==> config.mk <==
export PLATFORM = sky130hd
export DESIGN_NAME = trim_dac_sched
export DESIGN_NICKNAME = d
export VERILOG_FILES = /design/src/rtl/trim_dac_sched.sv
export SDC_FILE = /design/constraint.sdc
export NUM_CORES = 1
export LEC_CHECK = 0
export BUFFER_PORTS_ARGS = -buffer_cell sky130_fd_sc_hd__buf_2
export CORE_ASPECT_RATIO = 1.1
export CORE_UTILIZATION = 49
export CTS_CLUSTER_SIZE = 40
export DETAILED_ROUTE_END_ITERATION = 10
export PLACE_DENSITY = 0.71
export SYNTH_ARGS = -nofsm -noshare
export SYNTH_HDL_FRONTEND = slang
export SYNTH_SLANG_ARGS = --single-unit
==> constraint.sdc <==
create_clock -name clk40 -period 4.35 [get_ports clk40]
set_clock_uncertainty 0.15 [all_clocks]
set_input_delay 0.435 -clock clk40 [delete_from_list [all_inputs] [get_ports clk40]]
set_output_delay 0.435 -clock clk40 [all_outputs]
set_load 0.02 [all_outputs]
==> src/rtl/trim_dac_sched.sv <==
// trim_dac_sched: merges UART/cal LUT writes and batches DAC loads behind a holdoff timer.
// Define TRIM_LOAD_CNT_EN to add the load_count output (FIRE events, wraps at 16 bits).
module trim_dac_sched #(
  parameter int HOLDOFF_CYCLES = 4000,
  parameter int BUSY_CYCLES    = 640,
  parameter int CNT_W          = 16
) (
  input  logic        clk40,
  input  logic        rst,
  input  logic [6:0]  uart_din,
  input  logic [4:0]  uart_addr,
  input  logic        uart_we,
  input  logic [6:0]  cal_din,
  input  logic [4:0]  cal_addr,
  input  logic        cal_req,
  output logic        cal_gnt,
  input  logic        force_load,
  output logic [6:0]  lut_in,
  output logic [4:0]  lut_addr,
  output logic        lut_we,
  output logic        load_dacs,
  output logic        busy,
`ifdef TRIM_LOAD_CNT_EN
  output logic [15:0] load_count,
`endif
  output logic        pending
);
  typedef enum logic [1:0] {IDLE, HOLDOFF, FIRE, BUSY} state_t;
  localparam logic [CNT_W-1:0] HOLD_LD = CNT_W'(HOLDOFF_CYCLES - 1);
  localparam logic [CNT_W-1:0] BUSY_LD = CNT_W'(BUSY_CYCLES - 1);
  state_t           r_state;
  logic [CNT_W-1:0] r_cnt;
  logic             r_dirty;
  logic             w_cal_ok;
  logic             w_dirty_wr;
  logic             w_dirty_any;
  logic             w_fire;
  // No grant while cal_gnt is high, so a held request cannot write twice.
  assign w_cal_ok    = cal_req && !uart_we && !cal_gnt && r_state != FIRE && r_state != BUSY;
  assign w_dirty_wr  = lut_we && lut_addr <= 5'd17;
  assign w_dirty_any = r_dirty || w_dirty_wr;
  assign w_fire      = (r_state == IDLE || r_state == HOLDOFF) &&
                       (force_load || (r_state == HOLDOFF && r_cnt == '0 && !w_dirty_wr));
  assign pending     = r_dirty;
  always_ff @(posedge clk40) begin
    if (rst) begin
      r_state   <= IDLE;
      r_cnt     <= '0;
      r_dirty   <= 1'b0;
      lut_we    <= 1'b0;
      lut_addr  <= '0;
      lut_in    <= '0;
      cal_gnt   <= 1'b0;
      load_dacs <= 1'b0;
      busy      <= 1'b0;
    end else begin
      lut_we    <= uart_we || w_cal_ok;
      lut_addr  <= uart_we ? uart_addr : cal_addr;
      lut_in    <= uart_we ? uart_din : cal_din;
      cal_gnt   <= w_cal_ok;
      load_dacs <= w_fire;
      r_dirty   <= w_dirty_any;
      if (w_fire) begin
        r_state <= FIRE;
        busy    <= 1'b1;
      end else begin
        case (r_state)
          IDLE: begin
            r_state <= w_dirty_any ? HOLDOFF : IDLE;
            r_cnt   <= HOLD_LD;
          end
          HOLDOFF: r_cnt <= w_dirty_wr ? HOLD_LD : r_cnt - 1'b1;
          FIRE: begin
            r_dirty <= w_dirty_wr;
            r_state <= BUSY;
            r_cnt   <= BUSY_LD;
          end
          default: begin
            r_cnt   <= r_cnt == '0 ? HOLD_LD : r_cnt - 1'b1;
            busy    <= r_cnt != '0;
            r_state <= r_cnt != '0 ? BUSY : (w_dirty_any ? HOLDOFF : IDLE);
          end
        endcase
      end
    end
  end
`ifdef TRIM_LOAD_CNT_EN
  always_ff @(posedge clk40) begin
    if (rst) load_count <= '0;
    else if (r_state == FIRE) load_count <= load_count + 16'd1;
  end
`endif
endmodule

Word level (Yosys, flattened, before mapping)
Index checks and enable logic that the tools add are counted.
{"block": "totals", "reg_bits": 35, "in_bits": 29, "output_inout_bits": 17, "wordCells": 51}
{"block": "op_classes", "add_sub_neg": 1, "order_cmp": 1, "n_eq_ne": 6, "muxes": 13, "n_reduce_logical": 20}
{"operator": "$pmux W16 S3", "count": 1}
{"operator": "$mux W16", "count": 2}
{"operator": "$logic_not A16 Y1", "count": 1}
{"operator": "$reduce_bool A16 Y1", "count": 1}
{"operator": "$sub A16 B1 Y16 const B", "count": 1}
{"operator": "$logic_and A1 B1 Y1", "count": 8}
{"operator": "$mux W7", "count": 1}
{"operator": "$ne A2 B2 Y1 const B", "count": 3}
{"operator": "$pmux W2 S3", "count": 1}
{"operator": "$le A5 B5 Y1 const B", "count": 1}
{"operator": "$mux W1", "count": 5}
{"operator": "$mux W5", "count": 1}
{"operator": "$logic_or A1 B1 Y1", "count": 4}
{"operator": "$mux W2", "count": 2}
{"operator": "$logic_not A1 Y1", "count": 3}
{"operator": "$reduce_or A3 Y1", "count": 1}
{"operator": "$eq A2 B1 Y1 const B", "count": 1}
{"operator": "$eq A2 B2 Y1 const B", "count": 1}
{"operator": "$logic_not A2 Y1", "count": 1}
{"operator": "$ne A2 B1 Y1 const B", "count": 1}
{"operator": "$reduce_or A2 Y1", "count": 1}

Logic depth before layout (Yosys ltp)
Gate-level depths: netlist (run 1).
{"block": "logic_depth", "word_depth": 7, "ltp_mapped": 8, "mapped_depth_nobuf": 7}

Least setup slack after synthesis (run 1)
No wires, ideal clock.
{"block": "synth_path", "path_kind": "register to register", "start": "register r_cnt[0]", "end": "register r_cnt[11]", "setup_ns": 0.135, "t_arrival_ns": 1.869, "required_time_ns": 4.065, "setup_slack_ns": 2.196, "stages_incl_launch_ff": 9, "n_path_buf": 1, "synth_period_minus_slack_ns": 2.154, "path_cell_list": "dfxtp_1 inv_1 ha_1 or4b_1 nor2_2 a41oi_1 buf_4 a21oi_1 a211oi_2"}
{"block": "synth_between", "elab_chain_cells": 5, "word_cells_on_any_way": 9, "classes_between": "add/sub (1); mux (3); reduce/logical (5)"}
{"element": "from (decl)", "line": "32", "text": "logic [CNT_W-1:0] r_cnt;"}
{"element": "from (signal assigned)", "line": "72", "text": "HOLDOFF: r_cnt <= w_dirty_wr ? HOLD_LD : r_cnt - 1'b1;"}
{"element": "from (signal assigned)", "line": "79", "text": "r_cnt <= r_cnt == '0 ? HOLD_LD : r_cnt - 1'b1;"}
{"element": "parallel branches: the longest is 5 deep, another holds $sub A16 B1 Y16"}
Several ways; the timed one is not identified.
A chain may end at the register's enable or synchronous reset.

Final worst setup path (run 1)
Same ends and word-level chain as after synthesis.

==> results of run 1 <==
[registers in the layout, indices dropped and copies added, names as in the netlist]
name	flops
r_cnt	16
lut_in	7
lut_addr	5
r_state	2
busy	1
cal_gnt	1
load_dacs	1
lut_we	1
pending	1
[through the flow]
stage               total power [mW]  cell area (um2)  worst slack, ps  utilization, %  instances
floorplan                      0.508             1800             2200               -        202
global placement               0.554             2040             1770            59.8        287
detailed placement             0.556             2040             1690            59.8        287
CTS                            0.715             2080             1650            61.1        293
global route                   0.758             2080             1380            61.1        293
finish                         0.709             2080             1640            61.1        293
[worst reg2reg max path: stages (launching register included)]
cell,delay [ps]
dfxtp_1,320
inv_1,110
ha_1,220
or4b_1,540
nor2_2,290
a41oi_1,520
a21oi_1,340
a211oi_2,70
[how the worst max path moves through the flow]
stage,startpoint,endpoint,slack (ps),cells after the start
2_1_floorplan,r_cnt[0],r_cnt[11],2200,8
3_3_place_gp,r_cnt[0],r_cnt[11],1770,7
3_5_place_dp,r_cnt[0],r_cnt[10],1690,7
4_1_cts,r_cnt[0],r_cnt[11],1650,7
5_1_grt,r_cnt[0],r_cnt[10],1380,7
6_report,r_cnt[0],r_cnt[11],1640,7
[cell type report]
cell class              count  area, um2  area share [%]
flip-flops and latches     35        701            33.6
well taps                  48       60.1            2.88
repair buffers             45        225            10.8
multi-input cells         149       1020            48.7
clock inverters             1       7.51           0.360
clock buffers               5       37.5            1.80
inverters                  10       37.5            1.80
[metal layers]
layer | global-route usage (%) | share of wire, % | vias up | wire length (um)
met4 | 9.88 | 2.0 | 0 | 82
li1 | - | - | 847 | -
met5 | 0 | 0 | - | 0
met3 | 5.91 | 7.2 | 8 | 293
met2 | 38.3 | 45 | 68 | 1830
met1 | 32.9 | 46 | 761 | 1870
[cells by family after synthesis]
| logic type | synth area share [%] |
|---|---|
| compound gates | 24.0 |
| xor+xnor | 0.487 |
| fa+ha+maj | 0.695 |
| buf+inv | 4.59 |
| flops | 38.9 |
| mux | 6.68 |
| simple gates | 24.6 |
[report_power, final]
group | leakage, nW | switching [mW] | internal (mW)
Combinational | 0.556 | 0.102 | 0.0716
Clock | 0.0232 | 0.102 | 0.0568
Sequential | 0.291 | 0.0304 | 0.346
[cell usage after synthesis (4+ instances only)]
library cell	n
a21oi_1	12
o21ai_0	8
dfxtp_1	35
nor2_1	27
clkbuf_1	4
a31oi_1	4
nand3_1	8
inv_1	10
nand2_1	9
nor4_1	4
mux2i_1	12
==> run_results.csv, run 1 <==
group,metric,value,unit
place,hpwlAfterDp,3020,um
die,die-area,0.00392,mm2
die,die_x,59.8,um
drt,drc,0,
synth,synthArstFlopShare,0,%
drt,firstDrtPassIters,4,
flow_run,cap_viol_max_count,0,
clocking,clock_path_buffers,2,
synth,ys_warn_count,0,
final_layout,final_common_cell,"buf_2",
final_layout,fill_cells,350,
worst_setup_path,end_kind,"register",
final_layout,layout_common_cells,"45 x buf_2, 35 x dfxtp_1, 27 x nor2_1",
worst_setup_path,cp-start-kind,"register",
drt,viasPerCell,5.75,
place,gp_congestion,0.879,
pwr,peakVddDrop,0.000196,V
die,ioPinCount,46,
final_layout,nets,276,
final_layout,diodes,0,
die,core_area,0.00341,mm2
clocking,htree_levels,2,
die,rows,22,
worst_setup_path,r2r_cells,7,
synth,yosysTopAreaCell,"dfxtp_1",
synth,synth.net_count,232,
worst_setup_path,reg2reg_from,"r_cnt[0]",
synth,synth_flop_cell,"dfxtp_1",
sta,tns,0,ps
drt,dr_total_vias,1684,
sta,setup_viol,0,
synth,synth_top_area_share,38.9,%
synth,synth_edf_count,0,
sta,rsz0062_at_grt,"false",
worst_setup_path,max_stage_delay,540,ps
die,start_util,52.7,%
worst_setup_path,worstPathCellList,"inv_1, ha_1, or4b_1, nor2_2, a41oi_1, a21oi_1, a211oi_2",
place,port_buffers,45,
worst_setup_path,crit_fanout,12,
synth,synth.cell_area,0.00180,mm2
worst_setup_path,r2r_slack,1640,ps
outcome,status,"finished, final reports clean",
sta,slew_viol_final,0,
worst_setup_path,regToRegEndpoint,"r_cnt[11]",
grt,gr-total-overflow,0,
synth,synthCells,202,
worst_setup_path,path_class,"register to register",
drt,route.antenna.remaining_nets,0,
sta,slew-limit-headroom,28.1,%
pwr,p_per_area,340,mW/mm2
clocking,root_buffer,"clkbuf_4",
worst_setup_path,crit_arrival,2740,ps
synth,ys_ff_latch,35,
sta,tightest_slew,1060,ps
clocking,cts_made_buffers,5,
die,dieHeight,65.6,um
worst_setup_path,path_buf_inv,1,
grt,grt_usage,24.8,%
sta,hold_violations,0,
final_layout,drive_above_1_share,28.6,%
min_path,min-delay-start,"cal_din[5]",
grt,grt_max_degree,31,
worst_setup_path,crit_family,"compound AO/OA/AOI/OAI gates",
grt,antenna_found_initial,0,
clocking,post_cts_buffers,0,
synth,avgSynthCellArea,8.91,um2
clocking,clock_latency,340,ps
final_layout,syn_to_final_growth,15.9,%
worst_setup_path,critPathRequiredTime,4380,ps
sta,layout_min_cycle_time,2710,ps
clocking,path_clk_slew,100,ps
clocking,cts_hold_buf,0,
pwr,p_leak,0.869,nW
synth,seq_area_frac_synth,38.9,%
min_path,hold_class,"primary input to register",
grt,grt_pass1_vias,1598,
synth,synthDistinctLibCells,55,
clocking,ctsResizeCount,0,
synth,synthTopCellsByArea,"dfxtp_1 39%, mux2i_1 6.7%, nor2_1 5.6%",
min_path,hold_depth,3,
clocking,cts_tree,"yes",
clocking,cts_num_sinks,35,
sta,period_share,62.3,%
drt,drt-initial-drc-count,107,
grt,grt_pass1_wl,7300,um
drt,drt-total-wl,4070,um
drt,wl_per_cell,13.9,um
worst_setup_path,cp_slowest_cell,"or4b_1",
sta,timing.hold.ws,167,ps
sta,fmax,369,MHz
min_path,whs_endpoint,"lut_in[5]",
Power figures use the tool's default switching activity.
==> inputs of run 2 (changes only) <==
- ABC_AREA: default -> 1
- CORE_UTILIZATION: 49 -> 47
- clock period: 4.35 -> 2.38 ns (I/O delays scaled with it)
==> run 2 against run 1 <==
  * Synthesized cell count rose by 22%
  * Sequential cell count did not move
  * Worst setup slack lost 1300 ps
  * Count of clock-buffer cells in the layout increased by 1
  * Design area increased by 12%
  * Critical path type unchanged
==> run_results.csv, run 2 <==
group,metric,value,unit
worst_setup_path,crit_arrival,2150,ps
min_path,min-delay-start,"cal_addr[1]",
pwr,pwr-share-comb,32.6,%
worst_setup_path,cp-startpoint,"r_cnt[0]",
sta,rsz0062_at_grt,"false",
grt,grt_usage,26.2,%
place,hpwlAfterDp,2930,um
synth,synthArstFlopShare,0,%
final_layout,fill_cells,281,
die,die_x,60.3,um
synth,avgSynthCellArea,7.11,um2
drt,firstDrtPassIters,5,
worst_setup_path,crit_fanout,17,
sta,slew-limit-headroom,69.5,%
final_layout,largest_reg_flops,16,
synth,synth.cell_area,0.00176,mm2
sta,hold_violations,0,
final_layout,final_common_cell,"nand2_1",
clocking,root_buffer,"clkbuf_4",
final_layout,fin_area,0.00233,mm2
synth,synth_most_common_cell,"nand2_1",
final_layout,diodes,0,
drt,drt-initial-drc-count,83,
grt,antenna_found_initial,0,
final_layout,reg_top3,"r_cnt (16), lut_in (7), lut_addr (5)",
clocking,ctsResizeCount,0,
clocking,clock_path_buffers,2,
min_path,hold_class,"primary input to register",
clocking,cts_tree,"yes",
synth,synthTopCellsByArea,"dfxtp_1 40%, nand2_1 11%, nor2_1 10%",
pwr,finalPower,1.74,mW
drt,drt-total-wl,4570,um
synth,yosysTopAreaCell,"dfxtp_1",
sta,tightest_slew,453,ps
pwr,seqPwrFrac,41.4,%
pwr,switchingPower,0.619,mW
sta,setup_viol,0,
min_path,hold_depth,3,
grt,gr-total-overflow,0,
synth,synth_flop_cell,"dfxtp_1",
grt,grt_max_degree,18,
clocking,clock_latency,340,ps
clocking,post_cts_buffers,0,
synth,synth_edf_count,0,
die,rows,22,
clocking,htree_levels,2,
die,core_area,0.00344,mm2
flow_run,cap_viol_max_count,0,
synth,synth_common_cells,"51 x nand2_1, 49 x nor2_1, 35 x dfxtp_1",
pwr,swShare,35.6,%
synth,synth_top_area_share,39.9,%
drt,viasPerCell,4.94,
clocking,path_clk_slew,110,ps
sta,layout_min_cycle_time,2060,ps
synth,ys_ff_latch,35,
final_layout,nets,347,
final_layout,multi_input_area,921,um2
place,gp_congestion,0.870,
synth,synthDistinctLibCells,33,
grt,grt_pass1_vias,1751,
pwr,p_per_area,747,mW/mm2
grt,grt_pass1_wl,7780,um
die,start_util,51.0,%
worst_setup_path,r2r_cells,11,
sta,tns,0,ps
drt,wl_per_cell,12.5,um
place,port_buffers,45,
drt,drc,0,
drt,dr_total_vias,1807,
synth,seq_area_frac_synth,39.9,%
final_layout,seq_area,701,um2
worst_setup_path,regToRegEndpoint,"r_cnt[0]",
sta,period_share,86.4,%
clocking,cts_made_buffers,5,
final_layout,drive_above_1_share,24.8,%
final_layout,syn_to_final_growth,32.8,%
worst_setup_path,critPathRequiredTime,2470,ps
clocking,cts_hold_buf,23,
die,dieHeight,66.1,um
worst_setup_path,end_kind,"register",
synth,synth.net_count,277,
clocking,cts_num_sinks,35,
pwr,p_leak,1.14,nW
drt,route.antenna.remaining_nets,0,
sta,fmax,486,MHz
sta,slew_viol_final,0,
pwr,p_int,1.12,mW
synth,synthCells,247,
final_layout,layout_common_cells,"51 x nand2_1, 49 x nor2_1, 45 x buf_2",
synth,ys_warn_count,0,
worst_setup_path,r2r_slack,320,ps
final_layout,utilization,67.7,%
min_path,whs_endpoint,"lut_addr[1]",
pwr,peakVddDrop,0.000349,V
worst_setup_path,cp-start-kind,"register",
place,placed_area,0.00201,mm2
die,ioPinCount,46,
sta,timing.hold.ws,51.6,ps
die,die-area,0.00398,mm2
pwr,clkPwrFrac,25.9,%
worst_setup_path,path_class,"register to register",
outcome,status,"finished, final reports clean",
worst_setup_path,reg2reg_from,"r_cnt[0]",
final_layout,largest_register,"r_cnt",
==> run 2: changes by cell type after synthesis, moves of 4 or more <==
cell     before  now
nor2_4        0    4
o21ai_0       8   21
mux2i_1      12    0
nor2_1       27   49
inv_1        10   24
nand2_1       9   51
nand2_2       0    5
==> run 2: area by class of cell <==
type	count	area share, %
Timing Repair Buffer	69	19.9
Inverter	26	4.29
Multi-Input combinational cell	180	39.5
Sequential cell	35	30.1
Clock buffer	6	2.20
Clock inverter	2	1.50
Tap cell	48	2.58
==> run 2: critical path, stage by stage (launching register included) <==
cell and delay, ps:
dfxtp_1 320, inv_1 140, ha_1 220, nand2_2 90, nor2_4 170, nand2_4 90
o21bai_4 150, nand2_4 150, nand2_2 150, inv_1 150, o21ai_2 100, o21ai_2 70
==> run 2: how the worst max path moves through the flow <==
stage | endpoint
after floorplan | r_cnt[15]
after global placement | r_cnt[7]
after detailed placement | r_cnt[0]
after CTS | r_cnt[0]
after global routing | r_cnt[12]
final | r_cnt[0]
==> run 2: cell families (layout without fill, tap and decap cells) <==
family                     count (synthesis)  in the layout  synth area share (%)
and+or+nand+nor                          128            128                  33.1
adders and majority gates                  1              1                 0.713
xor gates and xnor gates                   5              5                  2.49
buffers and inverters                     32            103                  7.63
DFF                                       35             35                  39.9
AOI/OAI and AO/OA                         46             46                  16.2
==> run 2: through the flow <==
| step | cells | worst slack (ps) |
|---|---|---|
| after floorplan | 247 | 629 |
| after global placement | 335 | 392 |
| after detailed placement | 335 | 351 |
| after CTS | 366 | 333 |
| after global routing | 366 | 151 |
| final | 366 | 324 |
==> run 2: per-layer routing <==
layer,vias up,track usage [%],wire length (um)
li1,923,-,-
met1,810,31.2,2040
met2,69,44.5,2160
met3,5,8.02,323
met4,0,6.98,48
met5,-,0,0
==> run 2: power by group through the flow <==
stage          Clock [mW]  Combinational [mW]  Sequential, mW
3_5_place_dp            0               0.525           0.733
3_3_place_gp            0               0.523           0.731
5_1_grt             0.480               0.639           0.732
4_1_cts             0.462               0.560           0.720
2_1_floorplan           0               0.385           0.747
6_report            0.451               0.568           0.721
